**src/rtl/cmd_stream_encoder.sv**
```systemverilog
// cmd_stream_encoder: turns one request (opcode, immediate, payload length)
// plus a payload AXI stream into a header-framed RasterIX command packet on a
// single registered AXI stream master.
module cmd_stream_encoder #(
  parameter int CMD_STREAM_WIDTH = 32,
  parameter int LEN_WIDTH        = 19,
  parameter int OP_POS           = 28,
  parameter int OP_SIZE          = 4
) (
  input  logic                        aclk,
  input  logic                        resetn,
  input  logic                        req_valid,
  output logic                        req_ready,
  input  logic [OP_SIZE-1:0]          req_op,
  input  logic [CMD_STREAM_WIDTH-1:0] req_imm,
  input  logic [LEN_WIDTH-1:0]        req_len,
  input  logic                        s_payload_axis_tvalid,
  output logic                        s_payload_axis_tready,
  input  logic [CMD_STREAM_WIDTH-1:0] s_payload_axis_tdata,
  output logic                        m_cmd_axis_tvalid,
  input  logic                        m_cmd_axis_tready,
  output logic                        m_cmd_axis_tlast,
  output logic [CMD_STREAM_WIDTH-1:0] m_cmd_axis_tdata,
  output logic                        busy
);

  // Opcodes shared with the command parser.
  localparam logic [OP_SIZE-1:0] OP_NOP_STREAM      = OP_SIZE'(0);
  localparam logic [OP_SIZE-1:0] OP_TEXTURE_STREAM  = OP_SIZE'(1);
  localparam logic [OP_SIZE-1:0] OP_RENDER_CONFIG   = OP_SIZE'(2);
  localparam logic [OP_SIZE-1:0] OP_FRAMEBUFFER     = OP_SIZE'(3);
  localparam logic [OP_SIZE-1:0] OP_TRIANGLE_STREAM = OP_SIZE'(4);
  localparam logic [OP_SIZE-1:0] OP_FOG_LUT_STREAM  = OP_SIZE'(5);

  // Header size fields; both start at bit 0.
  localparam int OP_TRIANGLE_STREAM_SIZE_SIZE = 16;
  localparam int TEXTURE_STREAM_SIZE_SIZE     = 18;
  localparam int FOG_LUT_WORDS                = 66;

  // Triangle size is a byte count: words scaled by the bytes per word.
  localparam int BYTE_SHIFT = $clog2(CMD_STREAM_WIDTH / 8);
  // Counter must hold req_len, the fog table length and the texture size field.
  localparam int CNT_W = (LEN_WIDTH > TEXTURE_STREAM_SIZE_SIZE) ? LEN_WIDTH
                                                                : TEXTURE_STREAM_SIZE_SIZE;
  localparam logic [CNT_W-1:0] CNT_ONE = CNT_W'(1);

  localparam logic [1:0] ST_IDLE    = 2'd0;
  localparam logic [1:0] ST_HEADER  = 2'd1;
  localparam logic [1:0] ST_PAYLOAD = 2'd2;

  logic [1:0]                  state_q, state_d;
  logic [OP_SIZE-1:0]          op_q, op_d;
  logic [CMD_STREAM_WIDTH-1:0] imm_q, imm_d;
  logic [CNT_W-1:0]            cnt_q, cnt_d;
  logic                        tvalid_q, tvalid_d;
  logic                        tlast_q, tlast_d;
  logic [CMD_STREAM_WIDTH-1:0] tdata_q, tdata_d;

  logic                        out_free;
  logic [CNT_W-1:0]            req_words;
  logic [CMD_STREAM_WIDTH-1:0] header;

  // The output register can take a new word when empty or being drained.
  assign out_free              = !tvalid_q || m_cmd_axis_tready;
  assign req_ready             = (state_q == ST_IDLE);
  assign s_payload_axis_tready = (state_q == ST_PAYLOAD) && out_free;
  assign m_cmd_axis_tvalid     = tvalid_q;
  assign m_cmd_axis_tlast      = tlast_q;
  assign m_cmd_axis_tdata      = tdata_q;
  assign busy                  = (state_q != ST_IDLE) || (tvalid_q && !m_cmd_axis_tready);

  // Payload word count implied by the requested opcode.
  always_comb begin
    case (req_op)
      OP_TRIANGLE_STREAM,
      OP_TEXTURE_STREAM:  req_words = CNT_W'(req_len);
      OP_FOG_LUT_STREAM:  req_words = CNT_W'(FOG_LUT_WORDS);
      OP_RENDER_CONFIG:   req_words = CNT_ONE;
      default:            req_words = '0;
    endcase
  end

  // Header word: immediate with size field and opcode overlaid.
  always_comb begin
    header = imm_q;
    case (op_q)
      OP_TRIANGLE_STREAM:
        header[0 +: OP_TRIANGLE_STREAM_SIZE_SIZE] =
          OP_TRIANGLE_STREAM_SIZE_SIZE'(cnt_q << BYTE_SHIFT);
      OP_TEXTURE_STREAM:
        header[0 +: TEXTURE_STREAM_SIZE_SIZE] = cnt_q[TEXTURE_STREAM_SIZE_SIZE-1:0];
      default: ;
    endcase
    header[OP_POS +: OP_SIZE] = op_q;
  end

  // Packet sequencing and output register next-state.
  always_comb begin
    // NOTE: every output of this block gets a default first so no path leaves
    // a variable unassigned, which would otherwise infer a latch.
    state_d  = state_q;
    op_d     = op_q;
    imm_d    = imm_q;
    cnt_d    = cnt_q;
    tvalid_d = tvalid_q && !m_cmd_axis_tready;
    tlast_d  = tlast_q;
    tdata_d  = tdata_q;

    case (state_q)
      ST_IDLE: begin
        if (req_valid) begin
          op_d    = req_op;
          imm_d   = req_imm;
          cnt_d   = req_words;
          state_d = ST_HEADER;
        end
      end
      ST_HEADER: begin
        if (out_free) begin
          tvalid_d = 1'b1;
          tdata_d  = header;
          tlast_d  = (cnt_q == '0);
          state_d  = (cnt_q == '0) ? ST_IDLE : ST_PAYLOAD;
        end
      end
      ST_PAYLOAD: begin
        if (out_free && s_payload_axis_tvalid) begin
          tvalid_d = 1'b1;
          tdata_d  = s_payload_axis_tdata;
          tlast_d  = (cnt_q == CNT_ONE);
          cnt_d    = cnt_q - CNT_ONE;
          if (cnt_q == CNT_ONE) state_d = ST_IDLE;
        end
      end
      default: state_d = ST_IDLE;
    endcase
  end

  // State and output registers with synchronous active-low reset.
  always_ff @(posedge aclk) begin
    // NOTE: non-blocking assignments so every register samples pre-edge values.
    if (!resetn) begin
      state_q  <= ST_IDLE;
      op_q     <= OP_NOP_STREAM;
      imm_q    <= '0;
      cnt_q    <= '0;
      tvalid_q <= 1'b0;
      tlast_q  <= 1'b0;
      tdata_q  <= '0;
    end else begin
      state_q  <= state_d;
      op_q     <= op_d;
      imm_q    <= imm_d;
      cnt_q    <= cnt_d;
      tvalid_q <= tvalid_d;
      tlast_q  <= tlast_d;
      tdata_q  <= tdata_d;
    end
  end

endmodule
```
**config.mk**
```make
export PLATFORM = sky130hd
export DESIGN_NAME = cmd_stream_encoder
export DESIGN_NICKNAME = d
export VERILOG_FILES = /design/src/rtl/cmd_stream_encoder.sv
export SDC_FILE = /design/constraint.sdc
export NUM_CORES = 1
export LEC_CHECK = 0
export CAP_MARGIN = 10
export CORE_UTILIZATION = 35
export DETAILED_ROUTE_END_ITERATION = 10
export SETUP_SLACK_MARGIN = 0.05
export SLEW_MARGIN = 20
export SYNTH_ARGS = -nofsm -noshare
export SYNTH_HDL_FRONTEND = slang
export SYNTH_SLANG_ARGS = --single-unit
```
**constraint.sdc**
```tcl
create_clock -name aclk -period 4.4 [get_ports aclk]
set_input_delay 0.44 -clock aclk [delete_from_list [all_inputs] [get_ports aclk]]
set_output_delay 0.44 -clock aclk [all_outputs]
set_load 0.02 [all_outputs]
```
# Word-level counts from Yosys, hierarchy flattened
# Index checks and enable logic that the tools add are counted.
# Widths: inputs -> output; s select.
# op_classes
addsub	1
n_eq_ne	13
n_mux	21
reduce_logical	17
# op_table
cell	n
$mux 32	2
$pmux 32 s2	1
$pmux 19 s3	1
$mux 19	2
$pmux 19 s2	1
$pmux 16 s2	1
$eq 19x1->1 const B	1
$logic_not 19->1	1
$sub 19x1->19 const B	1
$eq 4x3->1 const B	3
$mux 2	6
$eq 4x1->1 const B	2
$pmux 2 s3	1
$reduce_and 3->1	2
$reduce_bool 2->1	3
$eq 4x2->1 const B	1
$mux 1	4
$ne 2x1->1 const B	2
$ne 2x2->1 const B	2
$pmux 1 s2	2
$reduce_and 4->1	1
$logic_and 1x1->1	3
$eq 2x1->1 const B	1
$eq 2x2->1 const B	1
other kinds (5)	7
# totals
register_bits	87
inputBits	92
out_inout_bits	37
wordCells	59

# Depth between registers and ports, before layout
# Gate-level depths: netlist of run 1.
# logic_depth
ltp_word	5
depth_mapped	10
ltp_nobuf	7

# Least setup slack after synthesis of run 1
# No wires, ideal clock.
# synth_timing
path_kind	reg2reg
start	register state_q[0]
end	register cnt_q[4]
setup_ns	0.091
arrival_time_ns	1.937
t_required_ns	4.309
path_slack_ns	2.372
stages_incl_launch_ff	10
n_path_buf	3
period_less_slack_ns	2.028
path_cell_list	dfxtp_1 > inv_1 > ha_1 > buf_2 > clkinv_1 > and3_1 > clkbuf_1 > clkbuf_1 > a21oi_1 > a311oi_1
# synth_between
elab_chain_len	3
elab_cells_between_ends	7
cone_classes	eq/ne: 3; mux: 1; reduce/logical: 3
# synth_lines
item	line_no	rtl
from (decl)	51	logic [1:0] state_q, state_d;
from (signal assigned)	151	state_q <= state_d;
$eq 2x2->1 or $logic_not 2->1 (tied branches)	109	case (state_q)
$ne 2x1->1 (no line) (tied with other cells)	n/a	
$reduce_and 3->1 (no line)	n/a	
to (signal assigned)	154	cnt_q <= cnt_d;
to (decl)	54	logic [CNT_W-1:0] cnt_q, cnt_d;
# Parallel ways exist; a longest one is shown, timed or not.
# A chain may end at the register's enable or synchronous reset.

# Final worst setup path of run 1
# layout_timing
start	register state_q[0]
end	output s_payload_axis_tready
# layout_between
elab_chain_len	2
# layout_lines
item	line_no	rtl
$eq 2x2->1	66	assign s_payload_axis_tready = (state_q == ST_PAYLOAD) && out_free;
$logic_and 1x1->1	66	
to (decl)	18	output logic s_payload_axis_tready,
# Every way passes these cells.

==> impl_metrics.json, run 1 <==
{
  "cts_tree": "done",
  "row_count": 40,
  "ant_nets": 0,
  "total_power_mw": 2.74,
  "cts-resized-gates": 0,
  "vias": 4476,
  "timing.final.crit_share_pct": 66.8,
  "critPathRequiredTime_ns": 3.96,
  "skew_ns": 0.00540,
  "avgSynthCellArea_um2": 8.15,
  "synth.cell_area_um2": 4420,
  "netlist.top_cell.by_area": "dfxtp_1",
  "p_leak_nw": 2.07,
  "cts.sinks": 87,
  "die_area_um2": 13100,
  "dieHeight_um": 114,
  "overflow": 0,
  "wl_um": 13700,
  "diodes": 0,
  "synth_ff_type": "dfxtp_1",
  "routedWlPerCell_um": 16.9,
  "portBuffers": 124,
  "status": "complete, no violations",
  "hold_violations": 0,
  "insertion_delay_ns": 0.34,
  "htreeDepth": 3,
  "ir_drop_mv": 0.190,
  "initial_core_util_pct": 36.4,
  "yosys_register_bits": 87,
  "dp.cells": 793,
  "numCtsBuffers": 9,
  "worstMarginPinSlew_ns": 1.06,
  "fmax_mhz": 340,
  "antenna_found_initial": 0,
  "min_period_ns": 2.94,
  "end_kind": "output port",
  "viasPerCell": 5.53,
  "area_growth_pct": 36.7,
  "postCtsSetupBuffers": 0,
  "die_w_um": 114,
  "hpwl_um": 9140,
  "ys_warn_count": 0,
  "dp_worst_setup_slack_ns": 1.73,
  "critPathKind": "reg2out",
  "slew_headroom_pct": 29.0,
  "setup_viol_count_final": 0,
  "clockBufferDepth": 2,
  "drv_slew": 0,
  "path_max_fanout": 29,
  "grt_max_degree": 59,
  "grt_first_pass_wirelength_um": 21800,
  "powerDensity_nw_per_um2": 453,
  "setup_tns_ns": 0,
  "yosysSeqAreaShare_pct": 39.4,
  "cp-start-kind": "register",
  "cp.arrival_ns": 2.50,
  "place_congestion": 0.823,
  "drt_iter0_drc": 246,
  "grt_pass1_vias": 4253,
  "syn_nets": 640,
  "fin_nets": 733,
  "io-pin-count": 129,
  "synth_edf_count": 0,
  "drive_above_1_share_pct": 6.86,
  "cap_violations": 0,
  "path_clk_slew_ns": 0.07,
  "rsz0062_at_grt": "no",
  "final_cell_mix": "clkdlybuf4s50_1 (124), nand2_1 (92), dfxtp_1 (87)",
  "rrSetupSlack_ns": 1.69,
  "synthTopCellsByArea": "dfxtp_1 (39%), nand2_1 (7.8%), a21oi_1 (5.8%)",
  "utilization_pct": 49.7,
  "drc_errors": 0,
  "drtPass1Iterations": 5,
  "cts-root-buf": "clkbuf_16",
  "fin_ws_ns": 1.46,
  "grtUsageTotal_pct": 21.4,
  "min_path_type": "reg2reg",
  "finalNonFillerCells": 809,
  "ctsHoldBuffers": 0,
  "synth_top_area_share_pct": 39.4,
  "synthArstFlopShare_pct": 0,
  "yosys.cell_types.count": 64,
  "final_common_cell": "clkdlybuf4s50_1",
  "syn_inst": 543,
  "core_area_um2": 12200
}
-- registers in the layout, summed over array words and instances (netlist names) --
name               flops
m_cmd_axis_tlast       1
imm_q                 28
m_cmd_axis_tdata      32
op_q                   4
m_cmd_axis_tvalid      1
cnt_q                 19
state_q                2
-- synth_stat cells, types with 3 or more instances --
| library cell | number |
|---|---|
| o21ai_1 | 3 |
| nor4_1 | 5 |
| and3_1 | 3 |
| o22ai_1 | 4 |
| o211ai_1 | 18 |
| a31oi_1 | 4 |
| a22oi_1 | 3 |
| o21ai_0 | 26 |
| a21o_1 | 3 |
| dfxtp_1 | 87 |
| o21a_1 | 3 |
| mux2i_1 | 18 |
| buf_1 | 4 |
| clkbuf_1 | 38 |
| nor2_1 | 33 |
| nand2_1 | 92 |
| nor4b_1 | 3 |
| a22o_1 | 14 |
| ha_1 | 5 |
| a21oi_1 | 51 |
| nor3_1 | 8 |
| buf_2 | 5 |
| buf_6 | 3 |
| nand3_1 | 21 |
| or3_1 | 3 |
| inv_1 | 6 |
| a211oi_1 | 28 |
-- metrics by stage --
| stage | cell area, um^2 | hold WS [ns] |
|---|---|---|
| floorplan | 4420 | 0.436 |
| global placement | 5740 | 0.441 |
| detailed placement | 5740 | 0.448 |
| CTS | 6040 | 0.457 |
| global route | 6050 | 0.476 |
| finish | 6050 | 0.455 |
-- worst max-delay path, stage by stage, from the launching register on --
cell	delay, ns
dfxtp_1	0.33
inv_1	0.09
ha_2	0.57
clkinv_1	0.13
buf_4	0.27
nor2_1	0.15
clkdlybuf4s50_1	0.61
-- path summary, 6_finish.rpt --
path              startpoint                     to  cells past startpoint
hold / removal     imm_q[16]              imm_q[16]                      2
hold reg to reg    imm_q[16]              imm_q[16]                      2
setup / recovery  state_q[0]  s_payload_axis_tready                      6
setup reg to reg  state_q[0]              cnt_q[13]                      7
-- layout make-up --
class | count | area (um^2)
clock buffer | 10 | 239
clock inverter | 6 | 68.8
fill | 1154 | 6120
inverter | 7 | 26.3
multi-input combinational | 399 | 2460
sequential | 87 | 1740
tap | 168 | 210
timing repair buffer | 132 | 1300
-- report_power, final --
| group | internal, mW | leakage (nW) | switching (mW) | total (mW) |
|---|---|---|---|---|
| Sequential | 0.890 | 0.710 | 0.0894 | 0.979 |
| Clock | 0.458 | 0.149 | 0.327 | 0.786 |
| Combinational | 0.413 | 1.21 | 0.561 | 0.974 |
| Total | 1.76 | 2.07 | 0.978 | 2.74 |
-- cells by family (layout without fill, tap and decap cells) --
family          after synthesis  after routing  share of synthesized area, %
xor+xnor                      2              2                         0.396
buf+inv                      57            155                          5.49
fa+ha+maj                     7              7                          1.87
simple gates                190            190                          20.8
compound gates              180            180                          27.5
flops                        87             87                          39.4
mux                          20             20                          4.58
-- per-layer routing --
| layer | GRT usage [%] | part of all wire [%] |
|---|---|---|
| met3 | 4.87 | 7.1 |
| met5 | 0 | 0 |
| met2 | 34.0 | 45 |
| met1 | 28.2 | 46 |
| met4 | 8.31 | 1.8 |
No activity file was read; power rests on OpenSTA's default activity.
==> inputs of run 2 (changes only) <==
==> constraint.sdc (replaced) <==
create_clock -name aclk -period 2.45 [get_ports aclk]
set_input_delay 0.245 -clock aclk [delete_from_list [all_inputs] [get_ports aclk]]
set_output_delay 0.245 -clock aclk [all_outputs]
set_load 0.02 [all_outputs]
==> run 2 against run 1 <==
  * Critical path depth is 1 lower
  * Register-to-register slack worse by 1.4 ns
  * First-iteration DRC count is 1.6% lower
  * Worst hold slack worse by 0.017 ns
  * Via count is 0.31% lower
  * Sequential power is 80% higher
  * Final area is 1.7% higher
  * Highest routed layer unchanged
==> impl_metrics.json, run 2 (same netlist as run 1, synthesis figures left out) <==
{
  "dieHeight_um": 114,
  "p_leak_nw": 2.13,
  "slew_headroom_pct": 51.3,
  "setup_tns_ns": 0,
  "final_common_cell": "clkdlybuf4s50_1",
  "portBuffers": 124,
  "critPathRequiredTime_ns": 2.67,
  "hpwl_um": 9750,
  "max_stage_delay_ns": 0.66,
  "path_max_fanout": 11,
  "critPathKind": "reg2reg",
  "place_congestion": 0.828,
  "ant_nets": 0,
  "r2r_end": "cnt_q[13]",
  "fin_area_um2": 6150,
  "cp.arrival_ns": 2.40,
  "numCtsBuffers": 9,
  "diodes": 0,
  "initial_core_util_pct": 36.4,
  "viasPerCell": 5.43,
  "grt_first_pass_wirelength_um": 22000,
  "io-pin-count": 129,
  "rsz0062_at_grt": "no",
  "grt_max_degree": 46,
  "die_w_um": 114,
  "postCtsSetupBuffers": 0,
  "cp-start-kind": "register",
  "finalNonFillerCells": 822,
  "overflow": 0,
  "drtPass1Iterations": 5,
  "worstMarginPinSlew_ns": 0.729,
  "hold_slack_ns": 0.439,
  "largest_reg_flops": 32,
  "area_growth_pct": 39.1,
  "endpoint": "cnt_q[13]",
  "rrSetupSlack_ns": 0.27,
  "critPathSlowestCell": "or4_4",
  "die_area_um2": 13100,
  "cap_violations": 0,
  "grtUsageTotal_pct": 21.9,
  "drt_iter0_drc": 242,
  "min_period_ns": 2.18,
  "setup_viol_count_final": 0,
  "powerDensity_nw_per_um2": 804,
  "ir_drop_mv": 0.379,
  "routedWlPerCell_um": 17.1,
  "vias": 4462,
  "status": "complete, no violations",
  "cp_cell_sequence": "or4_4 > or3_4 > o21a_1 > a2111oi_4 > nor3_2",
  "htreeDepth": 3,
  "cts.sinks": 87,
  "crit-reg2reg-launch": "cnt_q[4]",
  "final_cell_mix": "clkdlybuf4s50_1 (124), nand2_1 (92), dfxtp_1 (87)",
  "drive_above_1_share_pct": 8.56,
  "grt_pass1_vias": 4273,
  "dp.cells": 806,
  "path_clk_slew_ns": 0.06,
  "clockBufferDepth": 2,
  "drv_slew": 0,
  "core_area_um2": 12200,
  "fin_nets": 746,
  "ctsHoldBuffers": 0,
  "cts-root-buf": "clkbuf_16",
  "row_count": 40,
  "fmax_mhz": 458,
  "antenna_found_initial": 0,
  "timing.final.crit_share_pct": 89.1,
  "wl_um": 14100,
  "min_path_type": "in2reg",
  "end_kind": "register",
  "rr_worst_depth": 5,
  "drc_errors": 0,
  "cts_tree": "done",
  "place_area_um2": 5860,
  "skew_ns": 0.00715,
  "insertion_delay_ns": 0.35,
  "cts-resized-gates": 0,
  "hold_violations": 0,
  "startpoint": "cnt_q[4]"
}
-- run 2: cell count changes in the layout (fill, tap and decap cells not counted) --
cell / previous run / this run
clkinv_4: 2 / 1
buf_4: 8 / 19
inv_6: 1 / 0
clkbuf_8: 1 / 0
clkbuf_1: 0 / 1
buf_12: 0 / 2
clkinv_2: 1 / 3
-- run 2: critical path, delay by kind of cell, from the launching register on --
kind	cells	cell delay, ns
AND/OR/NAND/NOR	3	1.14
AO/OA/AOI/OAI	2	0.51
flip-flops	1	0.41
-- run 2: worst min-delay path by stage --
stage	start	to	slack, ns	depth (start not counted)
final	req_imm[21]	imm_q[21]	0.44	3
after global placement	imm_q[19]	imm_q[19]	0.44	2
after floorplan	req_imm[0]	imm_q[0]	0.38	2
after CTS	req_imm[17]	imm_q[17]	0.43	3
after global routing	req_imm[1]	imm_q[1]	0.45	3
after detailed placement	imm_q[15]	imm_q[15]	0.45	2
-- run 2: report_power, final --
part	switching, mW	internal [mW]	total, mW	leakage (nW)
registers	0.161	1.60	1.76	0.710
logic	1.03	0.793	1.82	1.28
clock network	0.581	0.787	1.37	0.142
total	1.77	3.18	4.95	2.13
-- run 2: metrics by stage --
stage | power, mW | utilization [%] | worst slack (ns)
after global placement | 3.57 | 48.2 | 0.320
after global routing | 5.22 | 50.6 | 0.0826
final | 4.95 | 50.6 | 0.266
after floorplan | 2.90 | - | 0.422
after detailed placement | 3.59 | 48.2 | 0.258
after CTS | 4.98 | 50.6 | 0.253
-- run 2: layout make-up --
class	count	area [um^2]
clock buffers	10	229
well taps	168	210
flip-flops and latches	87	1740
inverters	7	26.3
repair buffers	145	1420
clock inverters	6	61.3
fillers	1170	6010
multi-input cells	399	2460
-- run 2: metal layers --
layer  track usage [%]  vias to the layer above  routed length [um]  share of wire, %
li1                  -                     2197                   -                 -
met2              34.0                      167                6350                45
met4              7.62                        0                 200               1.4
met5                 0                        -                   0                 0
met3              6.03                       19                1070               7.6
met1              29.2                     2079                6450                46
==> inputs of run 3 (changes only) <==
--- a/config.mk
+++ b/config.mk
@@ -5,7 +5,6 @@
 export SDC_FILE = /design/constraint.sdc
 export NUM_CORES = 1
 export LEC_CHECK = 0
-export CAP_MARGIN = 10
 export CORE_UTILIZATION = 35
 export DETAILED_ROUTE_END_ITERATION = 10
 export SETUP_SLACK_MARGIN = 0.05
==> results of run 3 <==
Same layout as run 2: the final DEF is identical, and so are final timing and power.
